## src/rtl/seq_add64_ctrl.sv

```systemverilog
`default_nettype none
// +-----------------------------------------------------------------------------------+
// | seq_add64_ctrl / cla16 : 64-bit add(/sub) time-sharing one 16-bit CLA, low first  |
// | Optional subtraction enabled by macro SEQ_ADD64_SUB_EN.       Revision: 1.0       |
// +-----------------------------------------------------------------------------------+

module cla16 (
   input  logic [15:0] a_i,
   input  logic [15:0] b_i,
   input  logic        c_i,
   output logic [15:0] s_o,
   output logic        c_o,
   output logic        c15_o
);
   logic [15:0] g;
   logic [15:0] p;
   logic [15:0] c;
   logic [3:0]  gg;
   logic [3:0]  gp;
   logic        cr;
   logic        gcr;

   // Two-level lookahead: group generate/propagate over 4-bit groups, then bit carries per group.
   always_comb begin
      g   = a_i & b_i;
      p   = a_i ^ b_i;
      c   = '0;
      gg  = '0;
      gp  = '0;
      cr  = 1'b0;
      gcr = c_i;
      for (int j = 0; j < 4; j++) begin
         gg[j] = g[4*j+3]
               | (p[4*j+3] & g[4*j+2])
               | (p[4*j+3] & p[4*j+2] & g[4*j+1])
               | (p[4*j+3] & p[4*j+2] & p[4*j+1] & g[4*j]);
         gp[j] = &p[4*j +: 4];
      end
      for (int j = 0; j < 4; j++) begin
         cr = gcr;
         for (int i = 0; i < 4; i++) begin
            c[4*j+i] = cr;
            cr       = g[4*j+i] | (p[4*j+i] & cr);
         end
         gcr = gg[j] | (gp[j] & gcr);
      end
      s_o   = p ^ c;
      c_o   = gcr;
      c15_o = c[15];
   end
endmodule

module seq_add64_ctrl (
   input  logic        clk,
   input  logic        rst_n,
   input  logic        in_valid,
   output logic        in_ready,
   input  logic [63:0] a,
   input  logic [63:0] b,
   input  logic        cin,
   input  logic        sub,
   output logic        out_valid,
   input  logic        out_ready,
   output logic [63:0] sum,
   output logic        cout,
   output logic        ovf
);
   typedef enum logic [1:0] {
      IDLE = 2'd0,
      BUSY = 2'd1,
      DONE = 2'd2
   } state_t;

   state_t      state_q;
   logic [1:0]  k_q;
   logic        carry_q;
   logic [63:0] a_q;
   logic [63:0] b_q;
   logic [63:0] sum_q;
   logic        cout_q;
   logic        ovf_q;

   logic [63:0] b_eff_d;
   logic        carry_init_d;
   logic [15:0] slice_a_d;
   logic [15:0] slice_b_d;
   logic [15:0] slice_s;
   logic        slice_co;
   logic        slice_c15;

`ifdef SEQ_ADD64_SUB_EN
   assign b_eff_d      = sub ? ~b : b;
   assign carry_init_d = sub ? 1'b1 : cin;
`else
   logic unused_sub;
   assign unused_sub   = sub;
   assign b_eff_d      = b;
   assign carry_init_d = cin;
`endif

   assign slice_a_d = a_q[{k_q, 4'b0000} +: 16];
   assign slice_b_d = b_q[{k_q, 4'b0000} +: 16];

   cla16 u_cla (
      .a_i   (slice_a_d),
      .b_i   (slice_b_d),
      .c_i   (carry_q),
      .s_o   (slice_s),
      .c_o   (slice_co),
      .c15_o (slice_c15)
   );

   always_ff @(posedge clk or negedge rst_n) begin
      if (!rst_n) begin
         state_q <= IDLE;
         k_q     <= 2'd0;
         carry_q <= 1'b0;
         a_q     <= '0;
         b_q     <= '0;
         sum_q   <= '0;
         cout_q  <= 1'b0;
         ovf_q   <= 1'b0;
      end else begin
         case (state_q)
            IDLE: begin
               if (in_valid) begin
                  a_q     <= a;
                  b_q     <= b_eff_d;
                  carry_q <= carry_init_d;
                  k_q     <= 2'd0;
                  state_q <= BUSY;
               end
            end
            BUSY: begin
               sum_q[{k_q, 4'b0000} +: 16] <= slice_s;
               carry_q <= slice_co;
               k_q     <= k_q + 2'd1;
               if (k_q == 2'd3) begin
                  cout_q  <= slice_co;
                  ovf_q   <= slice_co ^ slice_c15;
                  state_q <= DONE;
               end
            end
            DONE: begin
               if (out_ready) begin
                  state_q <= IDLE;
               end
            end
            default: state_q <= IDLE;
         endcase
      end
   end

   assign in_ready  = (state_q == IDLE);
   assign out_valid = (state_q == DONE);
   assign sum       = sum_q;
   assign cout      = cout_q;
   assign ovf       = ovf_q;
endmodule
`default_nettype wire

```

## config.mk

```make
export PLATFORM = sky130hd
export DESIGN_NAME = seq_add64_ctrl
export DESIGN_NICKNAME = d
export VERILOG_FILES = /design/src/rtl/seq_add64_ctrl.sv
export SDC_FILE = /design/constraint.sdc
export NUM_CORES = 1
export LEC_CHECK = 0
export ABC_AREA = 1
export ABC_CLOCK_PERIOD_IN_PS = 6950
export CORE_ASPECT_RATIO = 1.5
export CORE_MARGIN = 2
export CORE_UTILIZATION = 53
export DETAILED_ROUTE_END_ITERATION = 8
export GPL_TIMING_DRIVEN = 1
export PLACE_DENSITY = 0.89
export SETUP_SLACK_MARGIN = 0.3
export SYNTH_ARGS = -nofsm -noshare
export SYNTH_HDL_FRONTEND = slang
export SYNTH_SLANG_ARGS = --single-unit
```

## constraint.sdc

```tcl
create_clock -name clk -period 6.95 [get_ports clk]
set_input_delay 2.085 -clock clk [delete_from_list [all_inputs] [get_ports clk]]
set_output_delay 2.085 -clock clk [all_outputs]
set_load 0.01 [all_outputs]
```

==> summary.txt <==
Run status
  • Status: finished clean

GRT
  • All-Layer GR Usage: between 20% and 30%
  • Gr ovfl total: 0
  • Pin count of the biggest net entering global routing: 106
  • Antenna violations before repair: 2
  • Vias in the first global route: 8383
  • First-pass GRT wire length: about 41000 um

Drt
  • Routed WL: between 20000 and 30000 um
  • Routed vias: between 8000 and 9000
  • DR vias/cell: approximately 5.6
  • Post-route ant nets: 0
  • # DRC: 0
  • Top routing layer in use: met4
  • Wire length per cell: 16.8 um
  • Starting DRT DRC Count: about 730
  • DRT met1 WL: between 9000 and 10000 um
  • Met3 wire length: 1380 um
  • First-pass iteration count of the detailed router: 5
  • Met2 wire len: 13200 um

Clock tree
  • CTS Buf Count: 17
  • Post_cts resized: 0
  • CTS tree: done
  • Clock-pin slew on the worst setup and hold paths: roughly 0.070 ns
  • H-tree levels: 4
  • Setup repair bufs after CTS: 0
  • Clock sink total: about 200
  • Root buf cell: clkbuf_16
  • CTS Hold Bufs: 0
  • Clock buffer depth: 2
  • Clock latency on the worst-skew pair: between 0.4 and 0.5 ns

Power and ir drop
  • Pwr dens: 535 mW/mm2
  • Pleak: 5.78 nW
  • Seq pwr share: a little under a third
  • Sw power: between 0.002 and 0.003 W
  • Int Power: roughly 0.0035 W
  • Clock power share: between 10% and 20%
  • Peak VDD IR: 0.000334 V
  • Switching fraction of total power: 45.9%
  • Comb pwr share: a little over half

Yosys
  • Yosys cell types: 26
  • Seq/Total Area, Yosys: 53.0%
  • Mapped Area: between 0.009 and 0.01 mm2
  • Mapped Nets: approximately 1300
  • Top FF cell, synth: dfrtp_1
  • Cell type with the largest total area after synthesis: dfrtp_1
  • Count leader, synth: nand2_1
  • Number of synthesized register bits: between 150 and 200
  • Gate Count Post-Synth: between 1000 and 1500
  • Async S/R FF share, synth: 100%
  • Post-synth EDFFs: 0
  • Most frequent cells after synthesis: 497 x nand2_1, 199 x dfrtp_1, 114 x o21ai_0
  • Mean Syn Cell Area: 8.36 um2
  • Top-area cell type share of the netlist area: a little over half
  • Synth area leaders: dfrtp_1 53%, nand2_1 20%, o21ai_0 6.1%
  • Synth warnings: 0

STA
  • Setup TNS: 0 ns
  • Fmax: ~200 MHz
  • Unrepaired setup endpoints after global routing: no
  • Final setup fails: 0
  • Tightest Pin Transition: roughly 1.1 ns
  • Fin crit period: ~5.0 ns
  • Slew Viols, Final: 0
  • Slew Limit Headroom: 28.2%
  • Period utilization: 71.9%
  • Final hold viol count: 0
  • WHS: approximately 0.48 ns
  • Setup Skew: 0.0104 ns

Critical path
  • WP data arrival: 5.29 ns
  • Crit path required time: between 7 and 8 ns
  • Worst setup SP type: flip-flop
  • Worst Path Max Fanout: 57
  • Critical path class: reg2reg
  • Crit. End Element: flip-flop

Run
  • Max-Cap Viols: 0

Place
  • Gpl congestion: between 0.8 and 0.9
  • Hpwl dp: approximately 17000 um
  • PortBufs: 200

Final layout
  • Share of layout cells above drive strength 1: 3.71%
  • Final Net Count: between 1000 and 1500
  • Synth-to-layout area growth: 27.4%

Floorplanning
  • Number of placed I/O pins: 202
  • Std cell rows: 59
  • Die area: between 0.015 and 0.02 mm2
  • Core area: 0.0173 mm2
  • Die Ht: ~170 um
  • Initial Util: 54.2%
  • Chip width: 113 um

Worst hold path
  • Hold crit path type: reg2reg
## flip-flops by register name (all words and copies together), names as in the netlist
register	flops
state_q	2
k_q	2
cout	1
carry_q	1
a_q	64
ovf	1
b_q	64
sum	64
## power by group through the flow
stage	clock, W	sequential [W]	combinational (W)
finish	0.000986	0.00196	0.00346
global route	0.00104	0.00201	0.00385
CTS	0.000990	0.00195	0.00344
detailed placement	0	0.00196	0.00338
global placement	0	0.00194	0.00324
floorplan	0	0.00194	0.00224
## path summary, 6_finish.rpt
| path | from | end | slack [ns] | depth (start not counted) |
|---|---|---|---|---|
| hold / removal | a_q[41] | a_q[41] | 0.48 | 2 |
| max in group asynchronous | rst_n | sum[62] | 4.08 | 2 |
| setup / recovery | k_q[1] | sum[63] | 1.95 | 19 |
| setup reg to reg | k_q[1] | sum[63] | 1.95 | 19 |
| hold reg to reg | a_q[41] | a_q[41] | 0.48 | 2 |
| min in group asynchronous | rst_n | a_q[13] | 1.65 | 1 |
## layout by cell type (no fill, tap or decap), types with 17 or more instances in the layout
master           netlist  routed
a21oi_1               25      25
a32oi_1               22      22
clkbuf_16              0      17
clkdlybuf4s50_1        0     199
dfrtp_1              199     198
ha_1                  22      22
inv_1                 43      43
nand2_1              497     496
nor2_1                50      50
o21ai_0              114     114
o21ai_1               21      21
o31ai_1               17      17
## cell families after synthesis
kind of cell	after synthesis	synth area share, %
buffers and inverters	116	5.55
AOI/OAI and AO/OA	210	12.7
DFF	199	53.0
xor gates and xnor gates	4	0.373
adders and majority gates	34	5.49
and+or+nand+nor	561	22.9
## final cells by class
| class | count | area (um2) |
|---|---|---|
| fill | 1318 | 5370 |
| inverter | 47 | 181 |
| sequential | 199 | 4980 |
| multi-input combinational | 809 | 3900 |
| timing repair buffer | 207 | 2060 |
| clock inverter | 10 | 120 |
| antenna | 2 | 5.00 |
| clock buffer | 21 | 460 |
| tap | 213 | 267 |
## metal layers
metal / track usage (%) / vias to the layer above
met3: 3.57 / 77
met4: 16.0 / 0
met1: 32.3 / 4005
met5: 0 / -
li1: - / 3929
met2: 47.0 / 366
## metrics by stage
step,setup WS [ns],power [W],cells,util [%],instance area (um2)
6_report,1.95,0.00640,1508,69.0,12000
5_1_grt,1.62,0.00690,1508,69.0,12000
4_1_cts,2.06,0.00638,1506,69.0,12000
3_5_place_dp,2.10,0.00534,1475,65.7,11400
3_3_place_gp,2.18,0.00518,1475,65.7,11400
2_1_floorplan,3.46,0.00418,1124,-,9400
## critical path, stage by stage (launching register included)
cell,delay (ns)
dfrtp_1,0.65
inv_2,0.87
a32oi_1,0.41
ha_1,0.39
nand2_1,0.07
nor2_1,0.09
nand2_1,0.05
nand2_1,0.09
nand2_1,0.06
nand2_1,0.09
nand2_1,0.06
nand2_1,0.09
inv_1,0.06
fa_1,0.39
fa_1,0.40
fa_1,0.44
xor2_1,0.40
nor2_1,0.07
nand2_1,0.08
o21ai_0,0.10
No activity file was read; power rests on OpenSTA's default activity.
